File: src/rtl/seg7_pkg.sv
// seg7_pkg: converter states, display sizes and active-low segment codes
package seg7_pkg;
  typedef enum logic [1:0] {IDLE, SHIFT, DONE} conv_state_e;
  localparam int NUM_DIGITS = 4;
  localparam int BCD_DIGITS = 5;
  localparam logic [6:0] SEG_0     = 7'b1000000;
  localparam logic [6:0] SEG_1     = 7'b1111001;
  localparam logic [6:0] SEG_2     = 7'b0100100;
  localparam logic [6:0] SEG_3     = 7'b0110000;
  localparam logic [6:0] SEG_4     = 7'b0011001;
  localparam logic [6:0] SEG_5     = 7'b0010010;
  localparam logic [6:0] SEG_6     = 7'b0000010;
  localparam logic [6:0] SEG_7     = 7'b1111000;
  localparam logic [6:0] SEG_8     = 7'b0000000;
  localparam logic [6:0] SEG_9     = 7'b0010000;
  localparam logic [6:0] SEG_DASH  = 7'b0111111;
  localparam logic [6:0] SEG_BLANK = 7'b1111111;
  function automatic logic [6:0] seg_encode(input logic [3:0] d);
    case (d)
      4'd0: return SEG_0;
      4'd1: return SEG_1;
      4'd2: return SEG_2;
      4'd3: return SEG_3;
      4'd4: return SEG_4;
      4'd5: return SEG_5;
      4'd6: return SEG_6;
      4'd7: return SEG_7;
      4'd8: return SEG_8;
      4'd9: return SEG_9;
      default: return SEG_BLANK;
    endcase
  endfunction
endpackage

File: src/rtl/seg7_display_driver_if.sv
// seg7_display_driver_if: value input and display/status outputs of the driver
interface seg7_display_driver_if;
  logic [15:0] value;
  logic [3:0]  an;
  logic [6:0]  seg;
  logic        dp;
  logic        busy;
  logic        overflow;
  modport master (output value, input an, seg, dp, busy, overflow);
  modport slave (input value, output an, seg, dp, busy, overflow);
endinterface

File: src/rtl/bin2bcd_seq.sv
// bin2bcd_seq: sequential double-dabble, one bit per cycle, 16 shifts then a DONE cycle
module bin2bcd_seq
  import seg7_pkg::*;
(
  input  logic                    clk,
  input  logic                    reset,
  input  logic                    start,
  input  logic [15:0]             bin,
  output logic                    busy,
  output logic                    done,
  output logic [4*BCD_DIGITS-1:0] bcd
);
  conv_state_e             r_state;
  logic [15:0]             r_shift;
  logic [4*BCD_DIGITS-1:0] r_bcd;
  logic [3:0]              r_cnt;
  logic [4*BCD_DIGITS-1:0] w_adj;
  for (genvar n = 0; n < BCD_DIGITS; n++) begin : g_adj
    assign w_adj[4*n +: 4] = r_bcd[4*n +: 4] >= 4'd5 ? r_bcd[4*n +: 4] + 4'd3 : r_bcd[4*n +: 4];
  end
  always_ff @(posedge clk or posedge reset) begin
    if (reset) begin
      r_state <= IDLE;
      r_shift <= '0;
      r_bcd   <= '0;
      r_cnt   <= '0;
    end else begin
      case (r_state)
        IDLE: if (start) begin
          r_shift <= bin;
          r_bcd   <= '0;
          r_cnt   <= '0;
          r_state <= SHIFT;
        end
        SHIFT: begin
          {r_bcd, r_shift} <= {w_adj, r_shift} << 1;
          r_cnt <= r_cnt + 4'd1;
          if (r_cnt == 4'd15) r_state <= DONE;
        end
        default: r_state <= IDLE;
      endcase
    end
  end
  assign busy = r_state != IDLE;
  assign done = r_state == DONE;
  assign bcd  = r_bcd;
endmodule

File: src/rtl/seg7_display_driver.sv
// seg7_display_driver: 4-digit multiplexed active-low 7-seg driver; SIGNED_DISPLAY_EN selects two's complement input
module seg7_display_driver
  import seg7_pkg::*;
#(
  parameter int DIGIT_PERIOD = 100000
) (
  input logic                  clk,
  input logic                  reset,
  seg7_display_driver_if.slave bus
);
  localparam int CW = DIGIT_PERIOD > 1 ? $clog2(DIGIT_PERIOD) : 1;
  logic                    w_start, w_busy, w_done, w_ovf, w_neg, w_wrap;
  logic [15:0]             w_bin;
  logic [4*BCD_DIGITS-1:0] w_bcd;
  logic [3:0]              w_nz;
  logic [6:0]              w_seg;
  logic [15:0]             r_cap, r_last;
  logic                    r_force, r_ovf;
  logic [3:0]              r_dig [NUM_DIGITS];
  logic [CW-1:0]           r_refresh;
  logic [1:0]              r_idx;
  logic [3:0]              r_an;
  logic [6:0]              r_seg;
  // r_cap remembers the value actually converted, so later input changes are re-compared
  assign w_start = !w_busy && (bus.value != r_last || r_force);
`ifdef SIGNED_DISPLAY_EN
  logic r_neg;
  assign w_bin = bus.value[15] ? -bus.value : bus.value;
  assign w_ovf = r_cap[15] ? |w_bcd[19:12] : |w_bcd[19:16];
  assign w_neg = r_neg;
  always_ff @(posedge clk or posedge reset) begin
    if (reset) r_neg <= 1'b0;
    else if (w_done) r_neg <= r_cap[15];
  end
`else
  assign w_bin = bus.value;
  assign w_ovf = |w_bcd[19:16];
  assign w_neg = 1'b0;
`endif
  bin2bcd_seq u_conv (
    .clk(clk),
    .reset(reset),
    .start(w_start),
    .bin(w_bin),
    .busy(w_busy),
    .done(w_done),
    .bcd(w_bcd)
  );
  assign w_wrap = r_refresh == CW'(DIGIT_PERIOD - 1);
  assign w_nz = {|r_dig[3], |{r_dig[3], r_dig[2]}, |{r_dig[3], r_dig[2], r_dig[1]}, 1'b1};
  assign w_seg = (r_ovf || (w_neg && r_idx == 2'd3)) ? SEG_DASH :
                 !w_nz[r_idx] ? SEG_BLANK : seg_encode(r_dig[r_idx]);
  always_ff @(posedge clk or posedge reset) begin
    if (reset) begin
      r_cap     <= '0;
      r_last    <= '0;
      r_force   <= 1'b1;
      r_dig     <= '{default: '0};
      r_ovf     <= 1'b0;
      r_refresh <= '0;
      r_idx     <= '0;
      r_an      <= 4'hF;
      r_seg     <= SEG_BLANK;
    end else begin
      if (w_start) begin
        r_cap   <= bus.value;
        r_force <= 1'b0;
      end
      if (w_done) begin
        for (int i = 0; i < NUM_DIGITS; i++) r_dig[i] <= w_bcd[4*i +: 4];
        r_ovf  <= w_ovf;
        r_last <= r_cap;
      end
      r_refresh <= w_wrap ? '0 : r_refresh + CW'(1);
      if (w_wrap) r_idx <= r_idx + 2'd1;
      r_an  <= ~(4'b0001 << r_idx);
      r_seg <= w_seg;
    end
  end
  assign bus.an       = r_an;
  assign bus.seg      = r_seg;
  assign bus.dp       = 1'b1;
  assign bus.busy     = w_busy;
  assign bus.overflow = r_ovf;
endmodule
File: src/flat_wrapper.sv
// flat-port wrapper written by rule: the top's interface ports become plain ports
module seg7_display_driver_flat import seg7_pkg::*;
#(
  parameter int DIGIT_PERIOD = 100000
)
  (clk, reset, bus_value, bus_an, bus_seg, bus_dp, bus_busy, bus_overflow);
  seg7_display_driver_if bus_i ();
  input logic clk;
  input logic reset;
  input wire logic [$bits(bus_i.value)-1:0] bus_value;
  output wire logic [$bits(bus_i.an)-1:0] bus_an;
  output wire logic [$bits(bus_i.seg)-1:0] bus_seg;
  output wire logic [$bits(bus_i.dp)-1:0] bus_dp;
  output wire logic [$bits(bus_i.busy)-1:0] bus_busy;
  output wire logic [$bits(bus_i.overflow)-1:0] bus_overflow;
  assign bus_i.value = bus_value;
  assign bus_an = bus_i.an;
  assign bus_seg = bus_i.seg;
  assign bus_dp = bus_i.dp;
  assign bus_busy = bus_i.busy;
  assign bus_overflow = bus_i.overflow;
  seg7_display_driver #(.DIGIT_PERIOD(DIGIT_PERIOD)) u_core (.clk(clk), .reset(reset), .bus(bus_i));
endmodule
File: config.mk
export PLATFORM = sky130hd
export DESIGN_NAME = seg7_display_driver_flat
export DESIGN_NICKNAME = d
export VERILOG_FILES = /design/src/rtl/seg7_pkg.sv /design/src/rtl/seg7_display_driver_if.sv /design/src/rtl/bin2bcd_seq.sv /design/src/rtl/seg7_display_driver.sv /design/src/flat_wrapper.sv
export SDC_FILE = /design/constraint.sdc
export NUM_CORES = 1
export LEC_CHECK = 0
export CAP_MARGIN = 30
export CORE_UTILIZATION = 50
export DETAILED_ROUTE_END_ITERATION = 10
export PLACE_DENSITY_LB_ADDON = 0.25
export SLEW_MARGIN = 20
export SYNTH_ARGS = -nofsm -noshare
export SYNTH_HDL_FRONTEND = slang
export SYNTH_SLANG_ARGS = --single-unit
File: constraint.sdc
create_clock -name clk -period 3.9 [get_ports clk]
set_clock_uncertainty 0.2 [all_clocks]
set_input_delay 0.78 -clock clk [delete_from_list [all_inputs] [get_ports clk]]
set_output_delay 0.78 -clock clk [all_outputs]
set_load 0.03 [all_outputs]
==> results of run 1 <==
## metrics by stage
stage / util [%] / instance area, sq um
5_1_grt: 60.88 / 6952
3_5_place_dp: 55.12 / 6294
2_1_floorplan: - / 5847
6_report: 60.88 / 6952
3_3_place_gp: 55.12 / 6294
4_1_cts: 60.82 / 6944
## flip-flops by register name, indices dropped and copies added, names as in the netlist, 4 cells and up
| signal | count |
|---|---|
| u_core.r_dig | 16 |
| u_core.bus.seg | 7 |
| u_core.u_conv.bcd | 20 |
| u_core.r_refresh | 17 |
| u_core.bus.an | 4 |
| u_core.u_conv.r_cnt | 4 |
| u_core.u_conv.r_shift | 16 |
| u_core.r_last | 16 |
| u_core.r_cap | 16 |
## power groups by stage
stage / clock (uW) / sequential [uW] / combinational (uW)
2_1_floorplan: 0 / 2080 / 1260
3_3_place_gp: 0 / 2060 / 1600
3_5_place_dp: 0 / 2090 / 1660
4_1_cts: 1740 / 2070 / 1680
5_1_grt: 1800 / 2140 / 1870
6_report: 1710 / 2070 / 1660
## synth_stat cells (all sizes together) (3+ instances only)
master / instances / area, sq um
nand3: 9 / 45.04
dfstp: 12 / 315.3
mux4: 4 / 90.09
mux2: 71 / 799.5
nor4: 5 / 31.28
o21ai: 23 / 115.1
inv: 28 / 105.1
o2bb2ai: 9 / 78.83
and3: 3 / 18.77
dfrtp: 110 / 2753
a211oi: 3 / 27.52
or2: 3 / 21.27
nor3: 6 / 30.03
nand4: 4 / 25.02
a22o: 13 / 113.9
clkbuf: 10 / 37.54
nand2b: 7 / 43.79
nor2: 15 / 56.30
nand2: 30 / 112.6
mux2i: 4 / 40.04
ha: 22 / 275.3
a21o: 3 / 22.52
nor3b: 10 / 75.07
buf: 10 / 87.58
xnor2: 17 / 148.9
xor2: 16 / 140.1
o21bai: 3 / 22.52
a21oi: 16 / 80.08
## kinds of logic (layout without fill, tap and decap cells)
kind of cell,Yosys count,after routing,synth area share (%)
DFF,122,122,52.51
and+or+nand+nor,100,100,8.844
muxes,79,79,15.91
AOI/OAI and AO/OA,77,77,9.079
buffers and inverters,48,100,3.940
xor gates and xnor gates,33,33,4.946
adders and majority gates,22,22,4.711
other,1,1,0.06418
## cell usage in the layout, fill, tap and decap left out, types with 16 or more instances in the layout
cell type,n
a21oi_1,16
clkbuf_16,17
clkdlybuf4s50_1,30
dfrtp_1,110
ha_1,22
inv_1,27
mux2_2,71
nand2_1,30
o21ai_0,23
xnor2_1,17
xor2_1,16
## worst max-delay path, cell delays in order
cell and delay (ns):
clkdlybuf4s50_1 0.51, xnor2_1 0.14, nand2_1 0.10, or4_4 0.55
o31ai_4 0.25, buf_4 0.32, mux2_2 0.37
## final cells by class
class	count	area (sq um)
multi-input combinational	312	2545
clock inverter	13	197.7
fill	917	4467
timing repair buffer	40	400.4
sequential	122	3068
clock buffer	19	452.9
tap	143	178.9
inverter	28	108.9
## routing by layer
layer	GRT usage (%)	share of wire [%]	vias to the layer above
met2	32.19	49	46
met5	0	0	-
met4	7.143	1.1	0
met1	24.65	46	1838
li1	-	-	1766
met3	5.644	3.2	9
## worst max-delay path by stage
stage                              from                                     to  cells past startpoint
after global routing       bus_value[9]            u_core.r_cap[4]$_DFFE_PP0P_                      7
final                     bus_value[15]  u_core.u_conv.r_shift[15]$_DFFE_PP0P_                      7
after floorplan           bus_value[13]  u_core.u_conv.r_shift[10]$_DFFE_PP0P_                      6
after detailed placement  bus_value[13]  u_core.u_conv.r_shift[15]$_DFFE_PP0P_                      7
after CTS                 bus_value[15]  u_core.u_conv.r_shift[15]$_DFFE_PP0P_                      7
after global placement    bus_value[13]  u_core.u_conv.r_shift[15]$_DFFE_PP0P_                      7
==> reports/metrics.cfg, run 1 <==
[route]
drt_iter0_markers = 217
drt-total-wl_um = 10440
dr.pass1.iters = 4
num_vias = 3659
drtAntennaViolNets = 0
post_drt_wl_per_cell_um = 15.42
post-route-drc-count = 0
post_drt_via_cell_ratio = 5.405

[synth]
ys.flop_type = dfrtp_1
ys_ff_latch = 122
syn_area_sq_um = 5843
ys_seq_area_share_pct = 52.51
synth_edf_count = 0
ys_warn_count = 0
synthCells = 482
ys_async_sr_fraction_pct = 100.0
syn-num-nets = 522
avgSynthCellArea_sq_um = 12.12
yosysUniqueCellTypes = 46

[worst_setup_path]
crit_required_ns = 3.99
r2r_cells = 6
r2r_start = u_core.r_refresh[0]$_DFF_PP0_
cp-end-kind = flip-flop
regToRegEndpoint = u_core.r_idx[1]$_DFFE_PP0N_
crit_type = in -> reg
startpoint_type = input port
r2r_slack_ns = 1.41
cp_max_fo = 23
arrival_ns = 3.04

[sta]
holdWs_ns = 0.2847
slew_violations = 0
min_period_ns = 2.947
final_hold_viol_count = 0
worst_pin_slew_ns = 0.7832
max_freq_mhz = 339.3
setup_ws_ns = 0.9526
finalCritPeriodShare_pct = 75.57
setup-tns-final_ns = 0
setup_viol = 0
maxSlewHeadroom_pct = 47.67
rsz0062_at_grt = false

[place]
io_buffers = 30
dpl.cell_count = 644
place_hpwl_um = 6897
place_ws_ns = 0.5403
routabilityCongestion = 0.8012

[power]
p_comb_share_pct = 30.5
switchingPower_uw = 1653
p_leak_uw = 0.003073
power.total_uw = 5444
internal-power_uw = 3791
p_per_area_nw_per_um2 = 783.1
ir_drop_mv = 0.4096
p_seq_share_pct = 38.1
p_sw_share_pct = 30.36
clkPwrFrac_pct = 31.4

[cells_and_area]
layoutNonFillerInstCount = 677
drive_gt1_share_pct = 25.47
syn_to_final_growth_pct = 18.97
nets = 561
diodes = 0

[die]
row_count = 39
die_x_um = 110.1
initial_core_util_pct = 51.17
core_sq_um = 11420
dieHeight_um = 110.1
ios = 32
dieArea_sq_um = 12120

[min_path]
min_from = u_core.r_refresh[11]$_DFF_PP0_
hold_path.class = reg -> reg
hold-path-endpoint = u_core.r_refresh[11]$_DFF_PP0_
min_delay_path_depth = 1

[flow_run]
drv_cap = 0

[global_routing]
antenna_found_initial = 0
gr-total-overflow = 0
gr-usage-all-layers_pct = 19.59
grt_pass1_vias = 3709
grt_max_degree = 46
grt_first_pass_wirelength_um = 17760

[clocking]
postCtsHoldBufs = 0
clockBufferDepth = 2
cts_max_level = 4
numClockSinks = 122
post_cts.repair.setup_buffers = 0
cts_tree = yes
root_buffer = clkbuf_16
clock_latency_ns = 0.41
clkSlewWorstSetupHoldPaths_ns = 0.05
numCtsBuffers = 17
cts.repair.resized = 0

[outcome]
outcome = completed

No activity file was read; power rests on OpenSTA's default activity.
==> inputs of run 2 (changes only) <==
clock period = 2.7 ns   (was 3.9 ns; I/O delays follow)
==> run 2 against run 1 <==
Net effect: sequential cell count unchanged; total power up 39%; non-clock buffer count up 21; register-to-register slack worse by 1.1 ns; via count up 2.7%; worst hold slack better by 0.0049 ns; cell area up 0.61%; routed wire length up 4.0%; critical endpoint unchanged; largest cell class unchanged.
==> reports/metrics.cfg, run 2 (same netlist as run 1, synthesis figures left out) <==
[worst_setup_path]
worstSetupEndpoint = u_core.u_conv.r_shift[15]$_DFFE_PP0P_
r2r_cells = 6
r2r_start = u_core.r_last[4]$_DFFE_PP0N_
startpoint = bus_value[4]
crit_cells = 7
startpoint_type = input port
path_cells = clkdlybuf4s50_1, xnor2_1, nand4_1, or4_4, o31ai_4, buf_4, mux2_2
cp.buffers_inverters = 2
r2r_slack_ns = 0.30
regToRegEndpoint = u_core.u_conv.r_shift[15]$_DFFE_PP0P_
arrival_ns = 2.69
crit_type = in -> reg
cp-end-kind = flip-flop
max_stage_delay_ns = 0.46
crit_family = buffers and inverters
critPathSlowestCell = or4_4
cp_max_fo = 7
crit_required_ns = 2.79

[cells_and_area]
largest_reg_flops = 20
diodes = 0
layout_common_cells = 110 x dfrtp_1, 71 x mux2_2, 30 x nand2_1, 30 x clkdlybuf4s50_1, 30 x buf_4
final_common_cell = dfrtp_1
drive_gt1_share_pct = 27.21
syn_to_final_growth_pct = 19.70
nets = 582
layoutNonFillerInstCount = 698

[sta]
finalCritPeriodShare_pct = 96.56
maxSlewHeadroom_pct = 53.09
setup_viol = 0
holdWs_ns = 0.2896
final_hold_viol_count = 0
max_freq_mhz = 383.6
worst_pin_slew_ns = 0.6973
min_period_ns = 2.607
rsz0062_at_grt = false
slew_violations = 0

[place]
io_buffers = 30
place_hpwl_um = 7405
dpl.cell_count = 665
routabilityCongestion = 0.7884

[die]
dieArea_sq_um = 12120
ios = 32
die_x_um = 110.1
row_count = 39
initial_core_util_pct = 51.17
dieHeight_um = 110.1
core_sq_um = 11420

[route]
post_drt_wl_per_cell_um = 15.56
post-route-drc-count = 0
num_vias = 3758
drtAntennaViolNets = 0
post_drt_via_cell_ratio = 5.384
drt-total-wl_um = 10860
dr.pass1.iters = 4
drt_iter0_markers = 265

[global_routing]
gr-usage-all-layers_pct = 20.19
grt_pass1_vias = 3805
grt_first_pass_wirelength_um = 18170
grt_max_degree = 80
antenna_found_initial = 0
gr-total-overflow = 0

[power]
p_per_area_nw_per_um2 = 1082
p_leak_uw = 0.003122
ir_drop_mv = 0.7732

[clocking]
numClockSinks = 122
cts_max_level = 4
post_cts.repair.setup_buffers = 0
clkSlewWorstSetupHoldPaths_ns = 0.05
numCtsBuffers = 17
postCtsHoldBufs = 0
clockBufferDepth = 2
clock_latency_ns = 0.41
cts.repair.resized = 0
cts_tree = yes
root_buffer = clkbuf_16

[outcome]
outcome = completed

[min_path]
hold_path.class = reg -> reg

[flow_run]
drv_cap = 0

[run 2: cell count changes in the layout (fill, tap and decap cells not counted), sizes merged]
cell	previous run	this run
buf	10	31
clkbuf	19	23
bufinv	5	2
clkinvlp	4	3
[run 2: power by group]
group | switching [uW] | internal, uW | total, uW | leakage (uW)
combinational | 1150 | 1300 | 2460 | 0.00136
clock | 768 | 1350 | 2110 | 0.000265
sequential | 473 | 2530 | 3000 | 0.00150
total | 2390 | 5180 | 7570 | 0.00312
[run 2: area by class of cell]
class,count,area [sq um]
fillers,919,4424
flip-flops and latches,122,3068
multi-input cells,312,2545
repair buffers,61,545.5
clock buffers,23,447.9
well taps,143,178.9
inverters,28,108.9
clock inverters,9,100.1
[run 2: metal layers]
metal / global-route usage, % / up-vias / part of all wire (%)
li1: - / 1812 / -
met1: 26.10 / 1884 / 48
met2: 31.56 / 54 / 48
met3: 7.172 / 8 / 3.2
met4: 6.955 / 0 / 0.81
met5: 0 / - / 0
[run 2: how the worst min path moves through the flow]
| stage | slack, ns | depth (start not counted) | to | start |
|---|---|---|---|---|
| floorplan | 0.25 | 2 | u_core.r_dig[12]$_DFFE_PP0N_ | u_core.r_dig[12]$_DFFE_PP0N_ |
| global route | 0.31 | 1 | u_core.r_refresh[11]$_DFF_PP0_ | u_core.r_refresh[11]$_DFF_PP0_ |
| global placement | 0.27 | 1 | u_core.u_conv.bcd[0]$_DFFE_PP0P_ | u_core.u_conv.r_shift[15]$_DFFE_PP0P_ |
| finish | 0.29 | 1 | u_core.r_refresh[13]$_DFF_PP0_ | u_core.r_refresh[13]$_DFF_PP0_ |
| detailed placement | 0.28 | 1 | u_core.r_refresh[11]$_DFF_PP0_ | u_core.r_refresh[11]$_DFF_PP0_ |
| CTS | 0.29 | 1 | u_core.r_refresh[13]$_DFF_PP0_ | u_core.r_refresh[13]$_DFF_PP0_ |
[run 2: metrics by stage]
step | TNS (ns) | utilization, % | instance area [sq um] | worst slack [ns] | total power [uW]
floorplan | 0 | - | 5847 | 0.3107 | 4824
global placement | -14.95 | 56.39 | 6439 | -0.2981 | 5316
detailed placement | -15.74 | 56.39 | 6439 | -0.3225 | 5454
CTS | 0 | 61.19 | 6987 | 0.1114 | 7610
global route | 0 | 61.25 | 6994 | 0.04329 | 8091
finish | 0 | 61.25 | 6994 | 0.09284 | 7570
==> inputs of run 3 (changes only) <==
DONT_BUFFER_PORTS = 1   (was unset)
GPL_ROUTABILITY_DRIVEN = 0   (was unset)
REMOVE_ABC_BUFFERS = 1   (was unset)
==> run 3 against run 2 <==
Net effect: fmax up 12%; setup slack better by 0.28 ns; sequential power up 4%; clock power up 11%; cell area down 4.9%; die area unchanged; largest power group unchanged.
==> reports/metrics.cfg, run 3 (same netlist as run 1, synthesis figures left out) <==
[min_path]
min_delay_path_depth = 1
min_from = bus_value[5]
hold-path-endpoint = u_core.r_cap[5]$_DFFE_PP0P_
hold_path.class = in -> reg

[cells_and_area]
fillers = 927
final_cell_area_sq_um = 6653
nets = 535
layout_common_cells = 110 x dfrtp_1, 71 x mux2_2, 30 x nand2_1, 27 x inv_1, 23 x o21ai_0
regArea_sq_um = 3068
drive_gt1_share_pct = 27.22
final_util_pct = 58.26
final_common_cell = dfrtp_1
largest_reg_flops = 20
diodes = 0
multi_input_area_sq_um = 2545
syn_to_final_growth_pct = 13.85

[route]
post_drt_wl_per_cell_um = 15.52
post_drt_via_cell_ratio = 5.462
dr.pass1.iters = 7
drtAntennaViolNets = 0
drt_iter0_markers = 267
post-route-drc-count = 0
drt-total-wl_um = 10090
num_vias = 3550

[worst_setup_path]
crit_required_ns = 2.80
path_cells = xnor2_1, nand2_1, or4_4, o31ai_4, buf_4, mux2_2
crit_family = simple AND/OR/NAND/NOR gates
r2r_slack_ns = 0.37
r2r_start = u_core.r_last[15]$_DFFE_PP0N_
cp.buffers_inverters = 1
startpoint_type = flip-flop
cp-end-kind = flip-flop
regToRegEndpoint = u_core.u_conv.r_shift[7]$_DFFE_PP0P_
critPathSlowestCell = or4_4
crit_type = reg -> reg
r2r_cells = 6
cp_max_fo = 12
arrival_ns = 2.43
max_stage_delay_ns = 0.54

[global_routing]
gr-total-overflow = 0
gr-usage-all-layers_pct = 19.03
antenna_found_initial = 0
grt_pass1_vias = 3496
grt_max_degree = 44
grt_first_pass_wirelength_um = 16940

[clocking]
numCtsBuffers = 17
root_buffer = clkbuf_16
clkSlewWorstSetupHoldPaths_ns = 0.06
cts_tree = yes
post_cts.repair.setup_buffers = 0
clockBufferDepth = 2
cts_max_level = 4
numClockSinks = 122
clock_latency_ns = 0.42

[sta]
maxSlewHeadroom_pct = 36.96
min_period_ns = 2.327
worst_pin_slew_ns = 0.9437
holdWs_ns = 0.06799
rsz0062_at_grt = false
final_hold_viol_count = 0
slew_violations = 0
setup_viol = 0
max_freq_mhz = 429.7
setup_ws_ns = 0.3728
finalCritPeriodShare_pct = 86.19

[die]
dieHeight_um = 110.1
row_count = 39
ios = 32
dieArea_sq_um = 12120
die_x_um = 110.1
core_sq_um = 11420
initial_core_util_pct = 51.17

[place]
place_ws_ns = 0.2086
place_hpwl_um = 6988
io_buffers = 0
placed_cell_area_sq_um = 6022

[power]
p_leak_uw = 0.002956
p_per_area_nw_per_um2 = 1146
ir_drop_mv = 0.7539

[outcome]
outcome = completed

[flow_run]
drv_cap = 0

run 3: cell count changes in the layout (fill, tap and decap cells not counted), moves of 2 or more:
| cell | previous run | this run |
|---|---|---|
| buf_4 | 30 | 11 |
| bufinv_16 | 2 | 4 |
| clkbuf_1 | 6 | 0 |
| clkdlybuf4s50_1 | 30 | 0 |
| clkinv_2 | 5 | 2 |
| inv_6 | 0 | 3 |
run 3: cell type report:
| cell class | instances | area share, % |
|---|---|---|
| clock buffers | 17 | 6.395 |
| inverters | 28 | 1.617 |
| flip-flops and latches | 122 | 46.12 |
| well taps | 143 | 2.689 |
| repair buffers | 14 | 1.994 |
| multi-input cells | 312 | 38.25 |
| clock inverters | 14 | 2.934 |
run 3: what timing repair did:
action,CTS,global route
gates resized for setup,0,0
hold buffers,1,0
endpoints found under the hold margin,39,0
run 3: metrics by stage:
| stage | cells | total power [uW] | setup TNS [ns] |
|---|---|---|---|
| after CTS | 650 | 7701 | 0 |
| final | 650 | 7623 | 0 |
| after floorplan | 462 | 4763 | -151.65 |
| after global routing | 650 | 8100 | 0 |
| after detailed placement | 618 | 5302 | 0 |
| after global placement | 618 | 5174 | 0 |
run 3: routing by layer:
layer | vias to the layer above | GRT usage (%) | share of wire [%]
li1 | 1719 | - | -
met5 | - | 0 | 0
met2 | 43 | 29.51 | 48
met3 | 17 | 6.820 | 3.2
met1 | 1771 | 23.89 | 47
met4 | 0 | 8.647 | 2.1
run 3: power breakdown:
| part | internal [uW] | total [uW] | switching [uW] | leakage [uW] |
|---|---|---|---|---|
| logic | 1160 | 2140 | 983 | 0.00117 |
| registers | 2530 | 3130 | 594 | 0.00150 |
| clock network | 1540 | 2350 | 810 | 0.000292 |
run 3: worst max-delay path by stage:
stage | from | end | slack, ns | depth (start not counted)
detailed placement | bus_value[13] | u_core.u_conv.r_shift[12]$_DFFE_PP0P_ | 0.21 | 6
finish | u_core.r_last[15]$_DFFE_PP0N_ | u_core.u_conv.r_shift[7]$_DFFE_PP0P_ | 0.37 | 6
CTS | u_core.r_last[15]$_DFFE_PP0N_ | u_core.u_conv.r_shift[7]$_DFFE_PP0P_ | 0.35 | 6
global placement | bus_value[13] | u_core.u_conv.r_shift[7]$_DFFE_PP0P_ | 0.25 | 6
global route | u_core.r_last[2]$_DFFE_PP0N_ | u_core.u_conv.bcd[0]$_DFFE_PP0P_ | 0.25 | 7
floorplan | reset | u_core.bus.overflow$_DFFE_PP0N_ | -1.26 | 1
run 3: worst reg2reg max path, stage by stage, from the launching register on:
cell	delay [ns]
dfrtp_1	0.39
xnor2_1	0.16
nand2_1	0.08
or4_4	0.54
o31ai_4	0.24
buf_4	0.25
mux2_2	0.36
